==> src/rtl/dmem_line_buffer_if.sv <==
// Bundles the memory-stage request/response signals and the line-wide
// Wishbone classic signals of the downstream memory port.
//   dmem_*  : 16-bit request side (address, store data, strobe/cycle, write,
//             byte enables) and 128-bit line response with one-cycle resp.
//   mem_*   : 128-bit downstream bus (cyc/stb/we, line address, write data,
//             byte lanes, read line, ack).
// modport slave  : the line buffer.
// modport master : the agent that issues requests and answers the
//                  downstream bus. In a real system that is two blocks.
interface dmem_line_buffer_if;
  logic [15:0]  dmem_address;
  logic [15:0]  dmem_wdata;
  logic         dmem_action_stb;
  logic         dmem_action_cyc;
  logic         dmem_write;
  logic [1:0]   dmem_byte_enable;
  logic [127:0] dmem_rdata;
  logic         dmem_resp;

  logic [11:0]  mem_address;
  logic         mem_cyc;
  logic         mem_stb;
  logic         mem_we;
  logic [127:0] mem_wdata;
  logic [15:0]  mem_byte_sel;
  logic [127:0] mem_rdata;
  logic         mem_ack;

  modport slave (
    input  dmem_address, dmem_wdata, dmem_action_stb, dmem_action_cyc, dmem_write,
    input  dmem_byte_enable, mem_rdata, mem_ack,
    output dmem_rdata, dmem_resp, mem_address, mem_cyc, mem_stb, mem_we, mem_wdata,
    output mem_byte_sel
  );

  modport master (
    output dmem_address, dmem_wdata, dmem_action_stb, dmem_action_cyc, dmem_write,
    output dmem_byte_enable, mem_rdata, mem_ack,
    input  dmem_rdata, dmem_resp, mem_address, mem_cyc, mem_stb, mem_we, mem_wdata,
    input  mem_byte_sel
  );
endinterface

==> src/rtl/dmem_line_buffer.sv <==
// Data-memory front end: single 128-bit read line buffer, write-through,
// no write allocate. Loads that hit the buffered line answer in one cycle;
// misses fill the line from the downstream Wishbone classic port; stores
// always go downstream and update the buffered line when it holds them.
// Ports:
//   clk  : clock
//   rst  : synchronous active-high reset
//   bus  : dmem_line_buffer_if.slave (request side and downstream bus)
module dmem_line_buffer (
  input logic               clk,
  input logic               rst,
  dmem_line_buffer_if.slave bus
);

  typedef enum logic [1:0] {StIdle, StFill, StWrite, StResp} state_e;

  state_e       state_q, state_d;
  logic         valid_q, valid_d;
  logic [11:0]  tag_q, tag_d;
  logic [127:0] line_q, line_d;
  logic [15:0]  req_addr_q, req_addr_d;
  logic [15:0]  req_wdata_q, req_wdata_d;
  logic [1:0]   req_be_q, req_be_d;
  logic         req_we_q, req_we_d;

  logic         req_present;
  logic         hit_in;
  logic         hit_req;
  logic [15:0]  byte_sel;
  logic [127:0] wdata_rep;

  assign req_present = bus.dmem_action_stb & bus.dmem_action_cyc;
  // Hit against the live request (for acceptance) and the latched one (for store merge).
  assign hit_in      = valid_q & (tag_q == bus.dmem_address[15:4]);
  assign hit_req     = valid_q & (tag_q == req_addr_q[15:4]);
  assign byte_sel    = 16'(req_be_q) << {req_addr_q[3:1], 1'b0};
  assign wdata_rep   = {8{req_wdata_q}};

  // State register
  always_ff @(posedge clk) begin
    if (rst) begin
      state_q <= StIdle;
    end else begin
      state_q <= state_d;
    end
  end

  // Buffer and request registers
  always_ff @(posedge clk) begin
    if (rst) begin
      valid_q     <= 1'b0;
      tag_q       <= '0;
      line_q      <= '0;
      req_addr_q  <= '0;
      req_wdata_q <= '0;
      req_be_q    <= '0;
      req_we_q    <= 1'b0;
    end else begin
      valid_q     <= valid_d;
      tag_q       <= tag_d;
      line_q      <= line_d;
      req_addr_q  <= req_addr_d;
      req_wdata_q <= req_wdata_d;
      req_be_q    <= req_be_d;
      req_we_q    <= req_we_d;
    end
  end

  // Next state
  always_comb begin
    state_d = state_q;
    unique case (state_q)
      StIdle: begin
        if (req_present) begin
          if (bus.dmem_write) begin
            // An empty byte mask completes without touching the bus.
            state_d = (bus.dmem_byte_enable == 2'b00) ? StResp : StWrite;
          end else begin
            state_d = hit_in ? StResp : StFill;
          end
        end
      end
      StFill:  if (bus.mem_ack) state_d = StResp;
      StWrite: if (bus.mem_ack) state_d = StResp;
      StResp:  state_d = StIdle;
      default: state_d = StIdle;
    endcase
  end

  // Datapath next state
  always_comb begin
    valid_d     = valid_q;
    tag_d       = tag_q;
    line_d      = line_q;
    req_addr_d  = req_addr_q;
    req_wdata_d = req_wdata_q;
    req_be_d    = req_be_q;
    req_we_d    = req_we_q;
    unique case (state_q)
      StIdle: begin
        if (req_present) begin
          req_addr_d  = bus.dmem_address;
          req_wdata_d = bus.dmem_wdata;
          req_be_d    = bus.dmem_byte_enable;
          req_we_d    = bus.dmem_write;
        end
      end
      StFill: begin
        if (bus.mem_ack) begin
          line_d  = bus.mem_rdata;
          tag_d   = req_addr_q[15:4];
          valid_d = 1'b1;
        end
      end
      StWrite: begin
        // Write-through: merge into the buffered line only when it holds the target.
        if (bus.mem_ack && hit_req) begin
          for (int i = 0; i < 16; i++) begin
            if (byte_sel[i]) line_d[i*8 +: 8] = wdata_rep[i*8 +: 8];
          end
        end
      end
      default: ;
    endcase
  end

  // Outputs
  always_comb begin
    bus.mem_cyc      = (state_q == StFill) || (state_q == StWrite);
    bus.mem_stb      = (state_q == StFill) || (state_q == StWrite);
    bus.mem_we       = (state_q == StWrite);
    bus.dmem_resp    = (state_q == StResp);
    bus.mem_address  = req_addr_q[15:4];
    bus.mem_byte_sel = byte_sel;
    bus.mem_wdata    = wdata_rep;
    bus.dmem_rdata   = line_q;
  end

endmodule

==> src/flat_wrapper.sv <==
// flat-port wrapper written by rule: the top's interface ports become plain ports
module dmem_line_buffer_flat 
  (clk, rst, bus_dmem_address, bus_dmem_wdata, bus_dmem_action_stb, bus_dmem_action_cyc, bus_dmem_write, bus_dmem_byte_enable, bus_mem_rdata, bus_mem_ack, bus_dmem_rdata, bus_dmem_resp, bus_mem_address, bus_mem_cyc, bus_mem_stb, bus_mem_we, bus_mem_wdata, bus_mem_byte_sel);
  dmem_line_buffer_if bus_i ();
  input logic clk;
  input logic rst;
  input wire logic [$bits(bus_i.dmem_address)-1:0] bus_dmem_address;
  input wire logic [$bits(bus_i.dmem_wdata)-1:0] bus_dmem_wdata;
  input wire logic [$bits(bus_i.dmem_action_stb)-1:0] bus_dmem_action_stb;
  input wire logic [$bits(bus_i.dmem_action_cyc)-1:0] bus_dmem_action_cyc;
  input wire logic [$bits(bus_i.dmem_write)-1:0] bus_dmem_write;
  input wire logic [$bits(bus_i.dmem_byte_enable)-1:0] bus_dmem_byte_enable;
  input wire logic [$bits(bus_i.mem_rdata)-1:0] bus_mem_rdata;
  input wire logic [$bits(bus_i.mem_ack)-1:0] bus_mem_ack;
  output wire logic [$bits(bus_i.dmem_rdata)-1:0] bus_dmem_rdata;
  output wire logic [$bits(bus_i.dmem_resp)-1:0] bus_dmem_resp;
  output wire logic [$bits(bus_i.mem_address)-1:0] bus_mem_address;
  output wire logic [$bits(bus_i.mem_cyc)-1:0] bus_mem_cyc;
  output wire logic [$bits(bus_i.mem_stb)-1:0] bus_mem_stb;
  output wire logic [$bits(bus_i.mem_we)-1:0] bus_mem_we;
  output wire logic [$bits(bus_i.mem_wdata)-1:0] bus_mem_wdata;
  output wire logic [$bits(bus_i.mem_byte_sel)-1:0] bus_mem_byte_sel;
  assign bus_i.dmem_address = bus_dmem_address;
  assign bus_i.dmem_wdata = bus_dmem_wdata;
  assign bus_i.dmem_action_stb = bus_dmem_action_stb;
  assign bus_i.dmem_action_cyc = bus_dmem_action_cyc;
  assign bus_i.dmem_write = bus_dmem_write;
  assign bus_i.dmem_byte_enable = bus_dmem_byte_enable;
  assign bus_i.mem_rdata = bus_mem_rdata;
  assign bus_i.mem_ack = bus_mem_ack;
  assign bus_dmem_rdata = bus_i.dmem_rdata;
  assign bus_dmem_resp = bus_i.dmem_resp;
  assign bus_mem_address = bus_i.mem_address;
  assign bus_mem_cyc = bus_i.mem_cyc;
  assign bus_mem_stb = bus_i.mem_stb;
  assign bus_mem_we = bus_i.mem_we;
  assign bus_mem_wdata = bus_i.mem_wdata;
  assign bus_mem_byte_sel = bus_i.mem_byte_sel;
  dmem_line_buffer u_core (.clk(clk), .rst(rst), .bus(bus_i));
endmodule
==> config.mk <==
export PLATFORM = sky130hd
export DESIGN_NAME = dmem_line_buffer_flat
export DESIGN_NICKNAME = d
export VERILOG_FILES = /design/src/rtl/dmem_line_buffer_if.sv /design/src/rtl/dmem_line_buffer.sv /design/src/flat_wrapper.sv
export SDC_FILE = /design/constraint.sdc
export NUM_CORES = 1
export LEC_CHECK = 0
export BUFFER_PORTS_ARGS = -buffer_cell sky130_fd_sc_hd__clkbuf_2
export CAP_MARGIN = 20
export CORE_AREA = 2 2 176 178
export CTS_CLUSTER_SIZE = 10
export DETAILED_ROUTE_END_ITERATION = 7
export DIE_AREA = 0 0 178 180
export PLACE_DENSITY = 0.6
export SLEW_MARGIN = 0
export SYNTH_ARGS = -nofsm -noshare
export SYNTH_HDL_FRONTEND = slang
export SYNTH_SLANG_ARGS = --single-unit
==> constraint.sdc <==
create_clock -name clk -period 4.9 [get_ports clk]
set_input_delay 0.735 -clock clk [delete_from_list [all_inputs] [get_ports clk]]
set_output_delay 0.735 -clock clk [all_outputs]
set_load 0.02 [all_outputs]
* After elaboration in Yosys (flattened, before gate mapping) *
Index checks and enable logic that the tools add are counted.
Widths: inputs -> output; s select.

storage, ports and cells
  register bits = 177
  bits of input ports = 168

cells by class
  eq/ne operators = 25
  shifts and indexed selects = 1
  bitwise operators = 3
  reductions and logical operators = 25
  multiplexer cells = 25

operator list
  operator            count
  $mux 128            2
  $pmux 128 s2        1
  $mux 8              16
  $reduce_and 4->1    16
  $ne 2x1->1 const B  19
  $eq 12x12->1        2
  $shl 2x4->16        1
  $mux 2              4
  $pmux 2 s3          1
  $reduce_and 2->1    3
  $eq 2x2->1 const B  2
  $logic_not 2->1     2
  $and 1x1->1         3
  $eq 2x1->1 const B  1
  $ne 2x2->1 const B  1
  $reduce_bool 2->1   1
  $reduce_or 2->1     1
  $logic_and 1x1->1   1
  $logic_or 1x1->1    1
  $mux 1              1

* Depth between registers and ports, before layout *
Gate-level depths: netlist of the first run.

  word-level depth = 6
  depth in mapped cells = 9

* Worst setup path after synthesis of the first run *
Ideal clock, no wire load.

  kind = register to register
  start point = register u_core.req_addr_q[1]
  end point = register u_core.line_q[10] (netlist: u_core.bus.dmem_rdata[10])
  path buffers = 2
  path slack = 2362 ps
  period minus slack after synthesis = 2538 ps
  arrival = 2415 ps
  stages on the path, launching flop included = 8
  setup time = 123 ps
  cell sequence = dfxtp_1 clkbuf_1 nor4b_1 and3_1 nand4_1 a22o_1 clkbuf_1 mux2_1

on the way
  cells in the longest elaborated chain, start to end = 3

ends and longest elaborated chain
  what                           line                    text
  from (decl)                    dmem_line_buffer.sv:21  logic [15:0] req_addr_q, req_addr_d;
  from (signal assigned)         dmem_line_buffer.sv:62  req_addr_q <= req_addr_d;
  $shl 2x4->16                   dmem_line_buffer.sv:36  assign byte_sel = 16'(req_be_q) << {req_addr_q[3:1], 1'b0};
  named net bus_mem_byte_sel[1]  flat_wrapper.sv:22      output wire logic [$bits(bus_i.mem_byte_sel)-1:0] bus_mem_byte_sel;
  $ne 2x1->1 (no line)           -
  $reduce_and 4->1 (no line)     -
  to (signal assigned)           dmem_line_buffer.sv:61  line_q <= line_d;
  to (decl)                      dmem_line_buffer.sv:20  logic [127:0] line_q, line_d;

The timed path passes the listed nets, and every way through them passes these cells.
A chain may end at the register's enable or synchronous reset.

* Final worst setup path of the first run *
  start point = register u_core.state_q[0]
  end point = register u_core.line_q[30] (netlist: u_core.bus.dmem_rdata[30])

on the way
  cells in the longest elaborated chain, start to end = 3
  elaborated cells on any way between the ends = 8
  classes of those cells = eq/ne (5); mux (1); reduce/logical (2)

ends and longest elaborated chain
  what                                                line                    text
  from (decl)                                         dmem_line_buffer.sv:17  state_e state_q, state_d;
  from (signal assigned)                              dmem_line_buffer.sv:42  state_q <= StIdle;
  from (signal assigned)                              dmem_line_buffer.sv:44  state_q <= state_d;
  $eq 2x2->1 / $eq 2x1->1 (equally long branches)     dmem_line_buffer.sv:99  unique case (state_q)
  $ne 2x1->1 (no line), or another cell as far along  -
  $reduce_and 4->1 (no line)                          -

Parallel ways exist; a longest one is shown, timed or not.

==> impl_metrics.csv, run 1 <==
group,metric,value,unit
run_status,outcome,"finished clean",
cts,htreeDepth,4,
drt,drt_iter0_markers,559,
cts,clockRootBuffer,"clkbuf_16",
sta,skew,0.01173,ns
floorplan,ios,456,
setup_path,required,5.24,ns
synthesis,yosys.area_share.simple,22.14,%
synthesis,synth.most_common_cell,"dfxtp_1",
synthesis,ys_types,37,
synthesis,synthArstFlopShare,0,%
synthesis,syn_area,0.01018,mm^2
setup_path,cp.arrival,3.37,ns
global_routing,grt_pass1_wl,49110,um
layout,post-route-util,40.78,%
drt,drc,0,
global_routing,grt.total_usage,20.57,%
place,globalplace.congestion,0.8223,
synthesis,ys_ff_latch,176,
synthesis,yosysWarnings,0,
sta,hold_violations,0,
setup_path,reg2reg_to,"u_core.bus.dmem_rdata[30]",
hold_path,worstHoldStart,"u_core.tag_q[8]",
drt,dr.pass1.iters,5,
synthesis,synth_nets,1364,
synthesis,synth_xor_area_share,2.064,%
drt,wl_per_cell,18.59,um
drt,drtAntennaViolNets,0,
setup_path,max_stage_delay,0.74,ns
setup_path,crit_chain,"inv_1 -> ha_1 -> nand3_1 -> nor4_4 -> nand4_4 -> a22o_1 -> mux2_4",
setup_path,path_max_fanout,17,
global_routing,grt_overflow,0,
synthesis,synth_compound_area_share,10.21,%
sta,fin_setup_tns,0,ns
sta,relSlewSlack,30.83,%
sta,fin_crit_sh,62.00,%
layout,seq_area,0.003523,mm^2
cts,cts_resized,0,
cts,cts.sink_count,176,
floorplan,die_h,180,um
cts,cts.clk_slew.worst_paths,0.07,ns
floorplan,dieWidth,178,um
global_routing,antenna_found_initial,0,
synthesis,post-synth-top-area-cell,"dfxtp_1",
setup_path,worstSetupPathType,"register to register",
cts,holdBufCountCts,0,
synthesis,synth_fa_ha_area_share,0.6144,%
power_and_ir_drop,powerDensity,401.0,mW/mm^2
layout,nFillCells,3063,
floorplan,rows,64,
setup_path,end_kind,"register",
hold_path,worstHoldEndpoint,"u_core.tag_q[8]",
layout,area_growth,20.90,%
cts,cts_max_path_buffers,2,
setup_path,slowest_stage,"nor4_4",
floorplan,dieArea,0.03204,mm^2
sta,rsz0062_at_grt,"no",
layout,multi_input_area,0.005279,mm^2
drt,vias,8837,
synthesis,synth_common_cells,"176 x dfxtp_1, 175 x a21oi_1, 134 x buf_4, 132 x nor2_1, 128 x nor2b_1",
power_and_ir_drop,ir_worst_vdd,221.4,uV
synthesis,syn_avg_cell_area,8.549,um^2
run,max-cap-violations,0,
synthesis,synth_top_family_by_area,"simple AND/OR/NAND/NOR gates",
sta,whs,0.4937,ns
layout,drive_gt1_share,41.98,%
drt,wl,34470,um
floorplan,core-area,0.03019,mm^2
sta,setup_viol,0,
setup_path,crit_path_start_kind,"register",
place,hpwl,25290,um
synthesis,synth-main-ff-cell,"dfxtp_1",
power_and_ir_drop,leakage,6.167,nW
cts,cts_tree,"built",
synthesis,synth.area.mux_share,16.81,%
hold_path,min_path_type,"register to register",
place,numPortBuffers,454,
cts,numCtsBuffers,17,
sta,maxSlewViolCount,0,
place,dp_cells,1822,
sta,min_period,3.038,ns
cts,postCtsSetupBuffers,0,
synthesis,yosysTopAreaCellShare,34.60,%
sta,fmax,329.2,MHz
setup_path,rr_startpoint,"u_core.state_q[0]",
setup_path,critPathLaunch,"u_core.state_q[0]",
setup_path,reg2reg_depth,7,
power_and_ir_drop,finalPower,4.937,mW
drt,viasPerCell,4.766,
hold_path,hold_path_depth,2,
global_routing,grt_pass1_vias,8127,
synthesis,synthTopCellsByArea,"dfxtp_1 35%, mux2_4 11%, buf_4 9.9%",
setup_path,r2r_slack,1.86,ns
layout,nNetsFinal,1618,
cts,clk_latency,0.45,ns
floorplan,start_util,33.73,%
synthesis,synth-edff-count,0,
layout,layoutNonFillerInstCount,1854,
synthesis,synthCells,1191,
synthesis,seq_area_frac_synth,34.60,%
sta,tightest_slew,1.032,ns
global_routing,grt_max_degree,140,
layout,diodes,0,
==> cell usage in the layout, fill, tap and decap left out, types with 16 or more instances in the layout <==
cell / instances
clkbuf_2: 453
dfxtp_1: 176
a21oi_1: 175
nor2_1: 132
nor2b_1: 128
nand2_1: 95
mux2_4: 72
mux2_2: 40
nand4_1: 18
and2_1: 17
and3_1: 17
a22o_1: 17
clkbuf_16: 17
mux2_1: 16
==> routing by layer <==
layer,wire (um),vias up,global-route usage (%),share of wire [%]
li1,-,4334,-,-
met1,14490,4117,24.67,42
met2,16900,358,35.74,49
met3,2487,28,5.013,7.2
met4,596,0,6.689,1.7
met5,0,-,0,0
==> report_power, final <==
part,internal (mW),leakage [nW],switching (mW)
combinational,0.625,4.42,1.06
clock,0.859,0.317,0.640
sequential,1.61,1.43,0.143
total,3.10,6.17,1.84
==> per-stage QoR <==
step | area, um^2 | setup WS (ns)
after floorplan | 10180 | 2.362
final | 12310 | 1.862
after CTS | 12310 | 1.848
after global routing | 12310 | 1.638
after global placement | 11670 | 1.683
after detailed placement | 11670 | 1.639
==> cell families (layout without fill, tap and decap cells) <==
| logic type | Yosys count | after routing |
|---|---|---|
| simple gates | 434 | 434 |
| mux | 128 | 128 |
| fa+ha+maj | 5 | 5 |
| compound gates | 194 | 194 |
| xor+xnor | 24 | 24 |
| flops | 176 | 176 |
| buf+inv | 230 | 497 |
==> worst max path at each step <==
stage                                      endpoint  slack [ns]  cells after the start
after floorplan           u_core.bus.dmem_rdata[10]        2.36                      7
after global placement    u_core.bus.dmem_rdata[18]        1.68                      6
after detailed placement  u_core.bus.dmem_rdata[17]        1.64                      6
after CTS                 u_core.bus.dmem_rdata[20]        1.85                      7
after global routing      u_core.bus.dmem_rdata[20]        1.64                      7
final                     u_core.bus.dmem_rdata[30]        1.86                      7
==> final cells by class <==
type,count,area share (%)
Tap cell,396,4.025
Timing Repair Buffer,461,19.17
Multi-Input combinational cell,785,42.88
Clock buffer,20,3.791
Inverter,4,0.1423
Sequential cell,176,28.62
Clock inverter,12,1.372
==> state kept, by name (all words and copies together), names as in the netlist <==
register	count
u_core.req_wdata_q	16
u_core.state_q	2
u_core.req_addr_q	15
u_core.tag_q	12
u_core.bus.dmem_rdata	128
u_core.valid_q	1
u_core.req_be_q	2
==> worst max-delay path, delay by kind of cell (launching register included) <==
family	cells	cell delay [ns]
multiplexers	1	0.41
AND/OR/NAND/NOR	3	1.23
AO/OA/AOI/OAI	1	0.63
adder cells (fa/ha/maj)	1	0.18
buffers and inverters	1	0.12
flip-flops	1	0.35
Note: power is estimated with default switching activity, not from simulation.
==> run 2, diff against run 1 <==
--- a/config.mk
+++ b/config.mk
@@ -7,11 +7,11 @@
 export LEC_CHECK = 0
 export BUFFER_PORTS_ARGS = -buffer_cell sky130_fd_sc_hd__clkbuf_2
 export CAP_MARGIN = 20
-export CORE_AREA = 2 2 176 178
+export CORE_AREA = 2 2 175 177
 export CTS_CLUSTER_SIZE = 10
 export DETAILED_ROUTE_END_ITERATION = 7
-export DIE_AREA = 0 0 178 180
-export PLACE_DENSITY = 0.6
+export DIE_AREA = 0 0 177 179
+export PLACE_DENSITY = 0.63
 export SLEW_MARGIN = 0
 export SYNTH_ARGS = -nofsm -noshare
 export SYNTH_HDL_FRONTEND = slang
==> constraint.sdc (replaced) <==
create_clock -name clk -period 2.65 [get_ports clk]
set_input_delay 0.3975 -clock clk [delete_from_list [all_inputs] [get_ports clk]]
set_output_delay 0.3975 -clock clk [all_outputs]
set_load 0.02 [all_outputs]
==> impl_metrics.csv, run 2 (synthesis results as in run 1) <==
group,metric,value,unit
floorplan,dieWidth,177,um
cts,holdBufCountCts,0,
place,hpwl,25730,um
layout,nFillCells,3111,
sta,maxSlewViolCount,0,
layout,largest_register_ffs,128,
global_routing,antenna_found_initial,0,
floorplan,start_util,33.91,%
setup_path,max_stage_delay,0.60,ns
sta,rsz0062_at_grt,"no",
setup_path,end_kind,"register",
layout,nNetsFinal,1633,
floorplan,ios,456,
drt,wl_per_cell,18.70,um
setup_path,path_max_fanout,17,
setup_path,cp.arrival,2.78,ns
power_and_ir_drop,swShare,39.78,%
setup_path,required,2.96,ns
power_and_ir_drop,leakage,6.239,nW
setup_path,crit_path_start_kind,"register",
hold_path,min_path_type,"input port to register",
drt,wl_met3,2532,um
setup_path,reg2reg_to,"u_core.bus.dmem_rdata[34]",
drt,drtAntennaViolNets,0,
setup_path,reg2reg_depth,5,
cts,cts.clk_slew.worst_paths,0.08,ns
sta,fmax,405.1,MHz
sta,tightest_slew,0.8216,ns
global_routing,grt.total_usage,20.88,%
sta,fin_setup_tns,0,ns
power_and_ir_drop,pwr-share-comb,34.9,%
layout,area_growth,22.50,%
drt,vias,8924,
drt,dr.pass1.iters,5,
cts,cts_tree,"built",
layout,drive_gt1_share,42.63,%
sta,relSlewSlack,45.23,%
place,numPortBuffers,454,
floorplan,rows,64,
cts,cts.sink_count,176,
power_and_ir_drop,power_switching,3.627,mW
drt,viasPerCell,4.775,
setup_path,rr_startpoint,"u_core.req_addr_q[2]",
cts,cts_max_path_buffers,2,
sta,skew,0.02162,ns
global_routing,grt_max_degree,76,
cts,clockRootBuffer,"clkbuf_16",
floorplan,die_h,179,um
drt,drc,0,
setup_path,worstSetupPathType,"register to register",
power_and_ir_drop,p_clk_share,29.4,%
power_and_ir_drop,powerDensity,731.1,mW/mm^2
sta,whs,0.1704,ns
floorplan,core-area,0.03003,mm^2
global_routing,grt_overflow,0,
power_and_ir_drop,seqPwrFrac,35.7,%
global_routing,grt_pass1_wl,49640,um
run,max-cap-violations,0,
setup_path,crit_chain,"nor4bb_2 -> and3_1 -> nand4_1 -> a22o_1 -> mux2_4",
power_and_ir_drop,ir_worst_vdd,375.4,uV
cts,clk_latency,0.44,ns
sta,hold_violations,0,
hold_path,hold_path_depth,3,
drt,wl,34960,um
hold_path,worstHoldEndpoint,"u_core.req_wdata_q[15]",
layout,final_common_cell,"clkbuf_2",
global_routing,grt_pass1_vias,8246,
sta,min_period,2.469,ns
setup_path,r2r_slack,0.18,ns
layout,diodes,0,
hold_path,worstHoldStart,"bus_dmem_wdata[15]",
place,globalplace.congestion,0.8243,
run_status,outcome,"finished clean",
setup_path,slowest_stage,"dfxtp_1",
drt,m1WireLength,14650,um
drt,wl_met2,17050,um
cts,numCtsBuffers,17,
drt,drt_iter0_markers,409,
sta,fin_crit_sh,93.16,%
sta,setup_viol,0,
power_and_ir_drop,intPower,5.492,mW
cts,htreeDepth,4,
layout,final_cell_mix,"453 x clkbuf_2, 176 x dfxtp_1, 175 x a21oi_1, 132 x nor2_1, 128 x nor2b_1",
drt,top_layer_used,"met4",
floorplan,dieArea,0.03168,mm^2
[run 2: power groups by stage]
stage | sequential, mW | combinational (mW) | clock (mW)
2_1_floorplan | 3.61 | 2.08 | 0
3_3_place_gp | 3.30 | 3.16 | 0
3_5_place_dp | 3.31 | 3.19 | 0
4_1_cts | 3.26 | 3.20 | 2.76
5_1_grt | 3.31 | 3.41 | 2.85
6_report | 3.26 | 3.18 | 2.68
[run 2: timing repair]
action | CTS | global route
buffers inserted | 0 | 0
resized for setup | 0 | 1
setup endpoints to repair | 0 | 8
[run 2: routing by layer]
layer	vias up	GRT usage, %
met2	345	35.81
li1	4370	-
met5	-	0
met4	0	6.577
met3	36	5.365
met1	4173	25.53
[run 2: stage by stage]
| step | setup WS, ns | utilization, % | instances | instance area [um^2] | total power [mW] |
|---|---|---|---|---|---|
| 2_1_floorplan | 0.1121 | - | 1191 | 10180 | 5.691 |
| 3_3_place_gp | 0.1249 | 39.42 | 1837 | 11840 | 6.458 |
| 3_5_place_dp | 0.1004 | 39.42 | 1837 | 11840 | 6.503 |
| 4_1_cts | 0.08059 | 41.52 | 1869 | 12470 | 9.212 |
| 5_1_grt | 0.08348 | 41.54 | 1869 | 12470 | 9.575 |
| 6_report | 0.1813 | 41.54 | 1869 | 12470 | 9.119 |
[run 2: final cells by class]
type | instances | area (um^2) | share of cell area [%]
Multi-Input combinational cell | 785 | 5285 | 42.37
Sequential cell | 176 | 3523 | 28.25
Timing Repair Buffer | 476 | 2522 | 20.22
Tap cell | 396 | 495.5 | 3.972
Clock buffer | 17 | 425.4 | 3.411
Clock inverter | 15 | 203.9 | 1.635
Inverter | 4 | 17.52 | 0.1404
[run 2: worst max-delay path, delay by kind of cell (launching register included)]
| kind | cells | cell delay (ns) |
|---|---|---|
| mux | 1 | 0.40 |
| compound gates | 1 | 0.46 |
| flops | 1 | 0.60 |
| simple gates | 3 | 0.87 |
[run 2: how the worst max path moves through the flow]
| stage | startpoint | to | slack [ns] | cells past startpoint |
|---|---|---|---|---|
| global placement | u_core.req_addr_q[2] | u_core.bus.dmem_rdata[36] | 0.12 | 5 |
| CTS | u_core.req_addr_q[2] | u_core.bus.dmem_rdata[34] | 0.08 | 5 |
| global route | u_core.req_addr_q[2] | u_core.bus.dmem_rdata[34] | 0.08 | 5 |
| finish | u_core.req_addr_q[2] | u_core.bus.dmem_rdata[34] | 0.18 | 5 |
| detailed placement | u_core.req_addr_q[2] | u_core.bus.dmem_rdata[32] | 0.10 | 5 |
| floorplan | u_core.req_addr_q[1] | u_core.bus.dmem_rdata[10] | 0.11 | 7 |
==> run 3, diff against run 2 <==
--- a/config.mk
+++ b/config.mk
@@ -12,6 +12,7 @@
 export DETAILED_ROUTE_END_ITERATION = 7
 export DIE_AREA = 0 0 177 179
 export PLACE_DENSITY = 0.63
+export RECOVER_POWER = 100
 export SLEW_MARGIN = 0
 export SYNTH_ARGS = -nofsm -noshare
 export SYNTH_HDL_FRONTEND = slang
==> impl_metrics.csv, run 3 (synthesis results as in run 1) <==
group,metric,value,unit
global_routing,grt_pass1_wl,49640,um
layout,final_common_cell,"clkbuf_1",
floorplan,dieWidth,177,um
place,numPortBuffers,454,
floorplan,dieArea,0.03168,mm^2
setup_path,max_stage_delay,0.60,ns
power_and_ir_drop,powerDensity,746.1,mW/mm^2
sta,min_period,2.456,ns
global_routing,grt_overflow,0,
sta,fin_crit_sh,92.67,%
drt,dr.pass1.iters,5,
power_and_ir_drop,seqPwrFrac,36.8,%
sta,hold_violations,0,
setup_path,cp.arrival,2.77,ns
layout,post-route-util,39.45,%
cts,htreeDepth,4,
setup_path,worstSetupPathType,"register to register",
drt,wl,35100,um
place,place_area,0.01184,mm^2
cts,holdBufCountCts,0,
power_and_ir_drop,intPower,5.245,mW
power_and_ir_drop,power_switching,3.593,mW
layout,fin_area,0.01185,mm^2
global_routing,grt_max_degree,76,
global_routing,antenna_found_initial,0,
power_and_ir_drop,finalPower,8.838,mW
setup_path,crit_chain,"nor4bb_2 -> and3_1 -> nand4_1 -> a22o_1 -> mux2_1",
layout,final_cell_mix,"288 x clkbuf_1, 176 x dfxtp_1, 175 x a21oi_1, 170 x clkbuf_2, 132 x nor2_1",
cts,cts.clk_slew.worst_paths,0.08,ns
floorplan,start_util,33.91,%
floorplan,die_h,179,um
setup_path,required,2.96,ns
floorplan,core-area,0.03003,mm^2
drt,drtAntennaViolNets,0,
drt,drc,0,
place,hpwl,25730,um
power_and_ir_drop,ir_worst_vdd,366.1,uV
sta,relSlewSlack,44.68,%
drt,vias,8927,
cts,clk_latency,0.44,ns
layout,nNetsFinal,1633,
setup_path,slowest_stage,"dfxtp_1",
global_routing,grt.total_usage,20.88,%
power_and_ir_drop,leakage,5.070,nW
drt,drt_iter0_markers,487,
drt,wl_per_cell,18.78,um
sta,tightest_slew,0.8298,ns
cts,postCtsSetupBuffers,0,
power_and_ir_drop,pwr-share-comb,32.9,%
run,max-cap-violations,0,
power_and_ir_drop,p_clk_share,30.3,%
layout,largest_register_ffs,128,
floorplan,rows,64,
setup_path,path_max_fanout,17,
setup_path,crit_path_start_kind,"register",
drt,viasPerCell,4.776,
floorplan,ios,456,
sta,rsz0062_at_grt,"no",
cts,cts_max_path_buffers,2,
sta,fin_setup_tns,0,ns
hold_path,min_path_type,"input port to register",
cts,cts.sink_count,176,
cts,cts_tree,"built",
sta,maxSlewViolCount,0,
sta,setup_viol,0,
place,globalplace.congestion,0.8243,
place,pre_cts_ws,0.1004,ns
setup_path,end_kind,"register",
sta,layout_setup_ws,0.1943,ns
layout,drive_gt1_share,18.47,%
cts,numCtsBuffers,17,
layout,layoutNonFillerInstCount,1869,
sta,skew,0.02155,ns
layout,area_growth,16.33,%
sta,whs,0.1732,ns
global_routing,grt_pass1_vias,8246,
place,dp_cells,1837,
run_status,outcome,"finished clean",
power_and_ir_drop,swShare,40.66,%
layout,diodes,0,
sta,fmax,407.2,MHz
cts,clockRootBuffer,"clkbuf_16",
-- run 3: worst paths after layout --
kind,start,end,slack (ns),depth (start not counted)
setup reg to reg,u_core.req_addr_q[2],u_core.bus.dmem_rdata[35],0.19,5
setup / recovery,u_core.req_addr_q[2],u_core.bus.dmem_rdata[35],0.19,5
hold reg to reg,u_core.tag_q[0],u_core.tag_q[0],0.50,2
hold / removal,bus_dmem_wdata[15],u_core.req_wdata_q[15],0.17,3
-- run 3: layout make-up --
class / instances / area, um^2
Inverter: 4 / 17.52
Clock buffer: 17 / 425.4
Tap cell: 396 / 495.5
Multi-Input combinational cell: 785 / 5030
Timing Repair Buffer: 476 / 2150
Clock inverter: 15 / 203.9
Sequential cell: 176 / 3523
Fill cell: 3344 / 18180
-- run 3: critical path, delay by kind of cell, from the launching register on --
kind,cells,cell delay [ns]
AO/OA/AOI/OAI,1,0.43
flip-flops,1,0.60
multiplexers,1,0.41
AND/OR/NAND/NOR,3,0.88
-- run 3: metal layers --
layer	global-route usage [%]	share of wire (%)	vias up
li1	-	-	4371
met1	25.53	42	4176
met2	35.81	48	345
met3	5.365	7.2	35
met4	6.577	2.0	0
met5	0	0	-
-- run 3: what timing repair did --
| item | CTS | global route |
|---|---|---|
| setup endpoints to repair | 0 | 8 |
| hold endpoints to repair | 0 | 0 |
| resized for setup | 0 | 1 |
-- run 3: power groups by stage --
stage / Clock [mW] / Combinational [mW] / Sequential, mW
after floorplan: 0 / 2.08 / 3.61
after global placement: 0 / 3.16 / 3.30
after detailed placement: 0 / 3.19 / 3.31
after CTS: 2.76 / 3.20 / 3.26
after global routing: 2.85 / 3.14 / 3.30
final: 2.68 / 2.91 / 3.25
